===== src/rtl/stall_flush_controller.sv =====
// Pipeline stall/flush controller.
// Merges the ID hazard flag, the EXE branch-taken flag and the MEM SRAM handshake
// into per-register freeze/flush/bubble controls. A taken branch seen during a memory
// wait is remembered and applied once the wait ends. Saturating statistics counters
// and a sticky hazard-livelock watchdog are kept alongside.
module stall_flush_controller #(
    parameter int CNT_W      = 16,
    parameter int MAX_HAZARD = 8
) (
    input  logic             clk,
    input  logic             rst,
    input  logic             hazard_detected,
    input  logic             branch_taken,
    input  logic             mem_access,
    input  logic             sram_ready,
    output logic             pc_freeze,
    output logic             if_id_freeze,
    output logic             if_id_flush,
    output logic             id_ex_freeze,
    output logic             id_ex_bubble,
    output logic             ex_mem_freeze,
    output logic             mem_wb_bubble,
    output logic             hazard_timeout,
    output logic [CNT_W-1:0] stall_cnt,
    output logic [CNT_W-1:0] memwait_cnt,
    output logic [CNT_W-1:0] flush_cnt
);

    localparam int CONSEC_W = $clog2(MAX_HAZARD + 1);
    localparam logic [CONSEC_W-1:0] CONSEC_MAX = CONSEC_W'(MAX_HAZARD);

    typedef enum logic [1:0] {
        CLS_RUN     = 2'd0,
        CLS_HAZARD  = 2'd1,
        CLS_FLUSH   = 2'd2,
        CLS_MEMWAIT = 2'd3
    } cls_t;

    // Increment that sticks at the all-ones value instead of wrapping.
    function automatic logic [CNT_W-1:0] sat_inc(input logic [CNT_W-1:0] v);
        if (v == {CNT_W{1'b1}}) begin
            return v;
        end else begin
            return v + {{(CNT_W-1){1'b0}}, 1'b1};
        end
    endfunction

    logic                flush_pending_r;
    logic [CONSEC_W-1:0] consec_r;
    logic [CONSEC_W-1:0] consec_nxt_s;
    logic                timeout_r;
    logic [CNT_W-1:0]    stall_cnt_r;
    logic [CNT_W-1:0]    memwait_cnt_r;
    logic [CNT_W-1:0]    flush_cnt_r;
    cls_t                cls_s;

    // Select the single active control class by strict priority.
    always_comb begin
        cls_s = CLS_RUN;
        if (mem_access && !sram_ready) begin
            cls_s = CLS_MEMWAIT;
        end else if (branch_taken || flush_pending_r) begin
            cls_s = CLS_FLUSH;
        end else if (hazard_detected) begin
            cls_s = CLS_HAZARD;
        end else begin
            cls_s = CLS_RUN;
        end
    end

    // Decode the class into register controls; everything is held low during reset.
    always_comb begin
        pc_freeze     = 1'b0;
        if_id_freeze  = 1'b0;
        if_id_flush   = 1'b0;
        id_ex_freeze  = 1'b0;
        id_ex_bubble  = 1'b0;
        ex_mem_freeze = 1'b0;
        mem_wb_bubble = 1'b0;
        if (!rst) begin
            pc_freeze = 1'b0;
        end else begin
            case (cls_s)
                CLS_MEMWAIT: begin
                    pc_freeze     = 1'b1;
                    if_id_freeze  = 1'b1;
                    id_ex_freeze  = 1'b1;
                    ex_mem_freeze = 1'b1;
                    mem_wb_bubble = 1'b1;
                end
                CLS_FLUSH: begin
                    if_id_flush  = 1'b1;
                    id_ex_bubble = 1'b1;
                end
                CLS_HAZARD: begin
                    pc_freeze    = 1'b1;
                    if_id_freeze = 1'b1;
                    id_ex_bubble = 1'b1;
                end
                default: begin
                    pc_freeze = 1'b0;
                end
            endcase
        end
    end

    // Next value of the consecutive-hazard run length.
    always_comb begin
        consec_nxt_s = consec_r;
        case (cls_s)
            CLS_HAZARD: begin
                if (consec_r != CONSEC_MAX) begin
                    consec_nxt_s = consec_r + {{(CONSEC_W-1){1'b0}}, 1'b1};
                end else begin
                    consec_nxt_s = consec_r;
                end
            end
            CLS_MEMWAIT: consec_nxt_s = consec_r;
            default:     consec_nxt_s = {CONSEC_W{1'b0}};
        endcase
    end

    // Remember a branch taken during a memory wait until the wait ends.
    always_ff @(posedge clk or negedge rst) begin
        if (!rst) begin
            flush_pending_r <= 1'b0;
        end else if (cls_s == CLS_MEMWAIT) begin
            flush_pending_r <= flush_pending_r | branch_taken;
        end else if (cls_s == CLS_FLUSH) begin
            flush_pending_r <= 1'b0;
        end else begin
            flush_pending_r <= flush_pending_r;
        end
    end

    // Hazard run length and sticky livelock flag.
    always_ff @(posedge clk or negedge rst) begin
        if (!rst) begin
            consec_r  <= {CONSEC_W{1'b0}};
            timeout_r <= 1'b0;
        end else begin
            consec_r  <= consec_nxt_s;
            timeout_r <= timeout_r | (consec_nxt_s == CONSEC_MAX);
        end
    end

    // Saturating per-class cycle statistics.
    always_ff @(posedge clk or negedge rst) begin
        if (!rst) begin
            stall_cnt_r   <= {CNT_W{1'b0}};
            memwait_cnt_r <= {CNT_W{1'b0}};
            flush_cnt_r   <= {CNT_W{1'b0}};
        end else begin
            case (cls_s)
                CLS_HAZARD:  stall_cnt_r   <= sat_inc(stall_cnt_r);
                CLS_MEMWAIT: memwait_cnt_r <= sat_inc(memwait_cnt_r);
                CLS_FLUSH:   flush_cnt_r   <= sat_inc(flush_cnt_r);
                default:     stall_cnt_r   <= stall_cnt_r;
            endcase
        end
    end

    assign hazard_timeout = timeout_r;
    assign stall_cnt      = stall_cnt_r;
    assign memwait_cnt    = memwait_cnt_r;
    assign flush_cnt      = flush_cnt_r;

endmodule


===== config.mk =====
export PLATFORM = sky130hd
export DESIGN_NAME = stall_flush_controller
export DESIGN_NICKNAME = d
export VERILOG_FILES = /design/src/rtl/stall_flush_controller.sv
export SDC_FILE = /design/constraint.sdc
export NUM_CORES = 1
export LEC_CHECK = 0
export ABC_AREA = 1
export CAP_MARGIN = 10
export CORE_AREA = 5 5 78 98
export DETAILED_ROUTE_END_ITERATION = 8
export DIE_AREA = 0 0 83 103
export GPL_TIMING_DRIVEN = 0
export PLACE_DENSITY_LB_ADDON = 0.15
export SLEW_MARGIN = 5
export SYNTH_ARGS = -nofsm -noshare
export SYNTH_HDL_FRONTEND = slang
export SYNTH_SLANG_ARGS = --single-unit

===== constraint.sdc =====
create_clock -name clk -period 2 [get_ports clk]
set_input_delay 0.2 -clock clk [delete_from_list [all_inputs] [get_ports clk]]
set_output_delay 0.2 -clock clk [all_outputs]
set_load 0.01 [all_outputs]

==> out/metrics.yaml <==
power:
  total_power_mw: 3.36
  sw_frac_of_total_pct: 32.0
  power.switching_mw: 1.07
  p_comb_share_pct: 29.5
  power.density_nw_per_um2: 751
  power.leakage_nw: 2.18
  pwr-share-seq_pct: 43.4
  cellInternalPower_mw: 2.28
  clockPowerShare_pct: 27.1
  ir_worst_vdd_mv: 0.645
critical_path:
  critPathCaptureType: "primary output"
  critPathLaunchType: "primary input"
  cp_cell_sequence: "dlygate4sd3_1 > buf_4 > buf_12 > inv_1 > nor2_2 > clkdlybuf4s50_1"
  critPathKind: "in2out"
  cp-startpoint: "rst"
  r2r_start: "flush_pending_r"
  path_delay_family: "buffers and inverters"
  cpPeakStageDelay_ns: 0.54
  rr_endpoint: "stall_cnt[1]"
  reg2reg_slack_ns: 0.18
  path_max_fanout: 4
  slowest_stage: "clkdlybuf4s50_1"
  worstRegToRegCells: 10
  critical_path_arrival_ns: 1.73
  cp.required_ns: 1.80
  path_buf_inv: 5
placement:
  globalplace.congestion: 0.855
  port_buffers: 61
  dpl.hpwl_um: 6110
  pre_cts_ws_ns: -0.384
  placed_area_um2: 4170
  dp_cells: 649
global_route:
  grtUsageTotal_pct: 20.0
  antenna_found_initial: 0
  grt_pass1_wl_um: 14000
  grt_remaining_overflow: 0
  grt_pass1_vias: 3075
  grt_start_max_net_pins: 31
floorplan:
  core-area_um2: 6720
  die-area_um2: 8550
  ioPinCount: 62
  start_util_pct: 51.0
  core.rowCount: 34
  dieWidth_um: 83
  die_height_um: 103
timing:
  finalCritPeriodShare_pct: 96.6
  setup_slack_ns: 0.0685
  timing_hold_violations_final: 0
  fin_crit_ns: 1.93
  setup_viol: 0
  finalSetupTns_ns: 0
  relSlewSlack_pct: 72.2
  max_freq_ghz: 0.518
  finClkSkew_ns: 0.0127
  final_max_slew_viol_count: 0
  worst_pin_slew_ns: 0.415
  holdWs_ns: 0.478
synth:
  synth_ff_type: "dfrtp_1"
  synthCells: 497
  synthArstFlopShare_pct: 100
  synth_area_leaders: "dfrtp_1 39%, nand2_1 26%, nor2_1 5.5%"
  syn-cell-area_um2: 3430
  yosys.area.top_type_share_pct: 39.4
  synth_largest_area_cell: "dfrtp_1"
  post_synth.cell_area_avg_um2: 6.90
  synth.distinct_cells: 28
  synth_edf_count: 0
  seq_area_frac_synth_pct: 39.4
  syn_nets: 511
  yosysWarningCount: 0
  ys_ff_latch: 54
cells_and_area:
  finalNonFillerCells: 667
  nFillCells: 607
  fin_nets: 590
  area_growth_pct: 30.4
  final_cell_area_um2: 4470
  multiInputGateArea_um2: 1850
  seq_area_um2: 1350
  final_layout_size_suffix_gt1_share_pct: 9.71
  fin_util_pct: 66.5
  n_antenna_cell: 0
min_path:
  hold_start: "hazard_timeout"
  holdCritPathClass: "reg2reg"
  holdPathStages: 2
  worst_hold_path.endpoint: "hazard_timeout"
route:
  post_drt_wl_per_cell_um: 12.8
  avgViaCountPerCell: 4.98
  drc: 0
  ant_nets: 0
  drt_iter0_drc: 100
  num_vias: 3320
  drtPass1Iterations: 4
  wl_um: 8550
run_status:
  status: "completed"
clocking:
  htree_levels: 2
  cts_sinks: 54
  path_clk_slew_ns: 0.11
  cts-root-buf: "clkbuf_8"
  tritoncts: "yes"
  insertion_delay_ns: 0.31
  cts.path.max_buffers: 2
  cts_buffers: 5
job:
  max_cap_viol_count: 0
==> how the worst max path moves through the flow <==
stage          slack [ns]              to  depth (start not counted)
3_5_place_dp        -0.38    id_ex_freeze                         10
4_1_cts              0.03    id_ex_bubble                          8
2_1_floorplan        0.28  memwait_cnt[3]                         11
6_report             0.07    if_id_freeze                          6
5_1_grt             -0.01    id_ex_bubble                          8
3_3_place_gp        -1.79       pc_freeze                          5
==> registers in the layout, summed over array words and instances, names as in the netlist <==
name / flops
flush_cnt: 16
memwait_cnt: 16
stall_cnt: 16
consec_r: 4
flush_pending_r: 1
hazard_timeout: 1
==> what timing repair did <==
action | 4_1_cts | 5_1_grt
hold buffers | 5 | 0
setup buffers | 4 | 1
pin swaps | 2 | 2
resized for setup | 24 | 10
setup endpoints to repair | 27 | 26
hold endpoints to repair | 30 | 0
==> power groups by stage <==
stage | combinational (mW) | sequential, mW | clock, mW
2_1_floorplan | 0.453 | 1.50 | 0
3_3_place_gp | 0.921 | 1.47 | 0
3_5_place_dp | 0.945 | 1.47 | 0
4_1_cts | 0.987 | 1.46 | 0.930
5_1_grt | 1.09 | 1.49 | 0.969
6_report | 0.989 | 1.46 | 0.909
==> synth_stat cells (all sizes together), types with 2 or more instances <==
cell type    n
nand2      239
a21oi        2
nor3         8
xnor2       12
nor2        53
xor2        13
nand3b       3
nand3       24
o21ai       11
nand4        8
inv         49
dfrtp       54
buf         10
ha           8
==> routing by layer <==
metal	GRT usage [%]	vias to the layer above	wire length [um]
met5	0	-	0
met4	8.18	0	286
met3	3.36	23	305
met2	37.5	83	4350
met1	22.6	1538	3610
li1	-	1676	-
==> layout make-up <==
| cell class | instances | area share [%] |
|---|---|---|
| multi-input combinational | 384 | 41.3 |
| clock inverter | 2 | 1.34 |
| clock buffer | 6 | 1.85 |
| inverter | 49 | 4.17 |
| buffer | 10 | 2.13 |
| timing repair buffer | 72 | 16.4 |
| sequential | 54 | 30.2 |
| tap | 90 | 2.52 |
==> worst min-delay path: stages, from the launching register on <==
cell	delay (ns)
dfrtp_1	0.36
inv_1	0.04
nand2_1	0.05
==> cells by family (layout without fill, tap and decap cells) <==
group | count (synthesis) | in the layout | synth area share, %
and+or+nand+nor | 336 | 336 | 40.5
buffers and inverters | 59 | 139 | 7.78
AOI/OAI and AO/OA | 15 | 15 | 2.96
DFF | 54 | 54 | 39.4
xor gates and xnor gates | 25 | 25 | 6.39
adders and majority gates | 8 | 8 | 2.92
==> cell usage in the layout (no fill, tap or decap), types with 2 or more instances in the layout <==
cell type / synthesis / routed
o21ai_0: 9 / 9
inv_1: 47 / 45
nand3b_1: 2 / 2
nor2_2: 2 / 3
buf_6: 4 / 7
dlygate4sd2_1: 0 / 2
nor2_4: 1 / 2
nor3_1: 6 / 6
buf_4: 3 / 9
buf_2: 3 / 2
dlygate4sd3_1: 0 / 2
ha_1: 8 / 5
bufinv_16: 0 / 2
a21oi_1: 2 / 2
clkbuf_8: 0 / 6
ha_2: 0 / 2
buf_12: 0 / 4
xor2_1: 13 / 13
dfrtp_1: 54 / 54
nand3_1: 23 / 23
o21ai_4: 2 / 2
nor2_1: 50 / 48
inv_2: 2 / 3
clkdlybuf4s50_1: 0 / 54
nand2_2: 3 / 7
xnor2_1: 12 / 12
nand2_1: 236 / 232
nand4_1: 8 / 8
(Power assumes the default switching activity.)
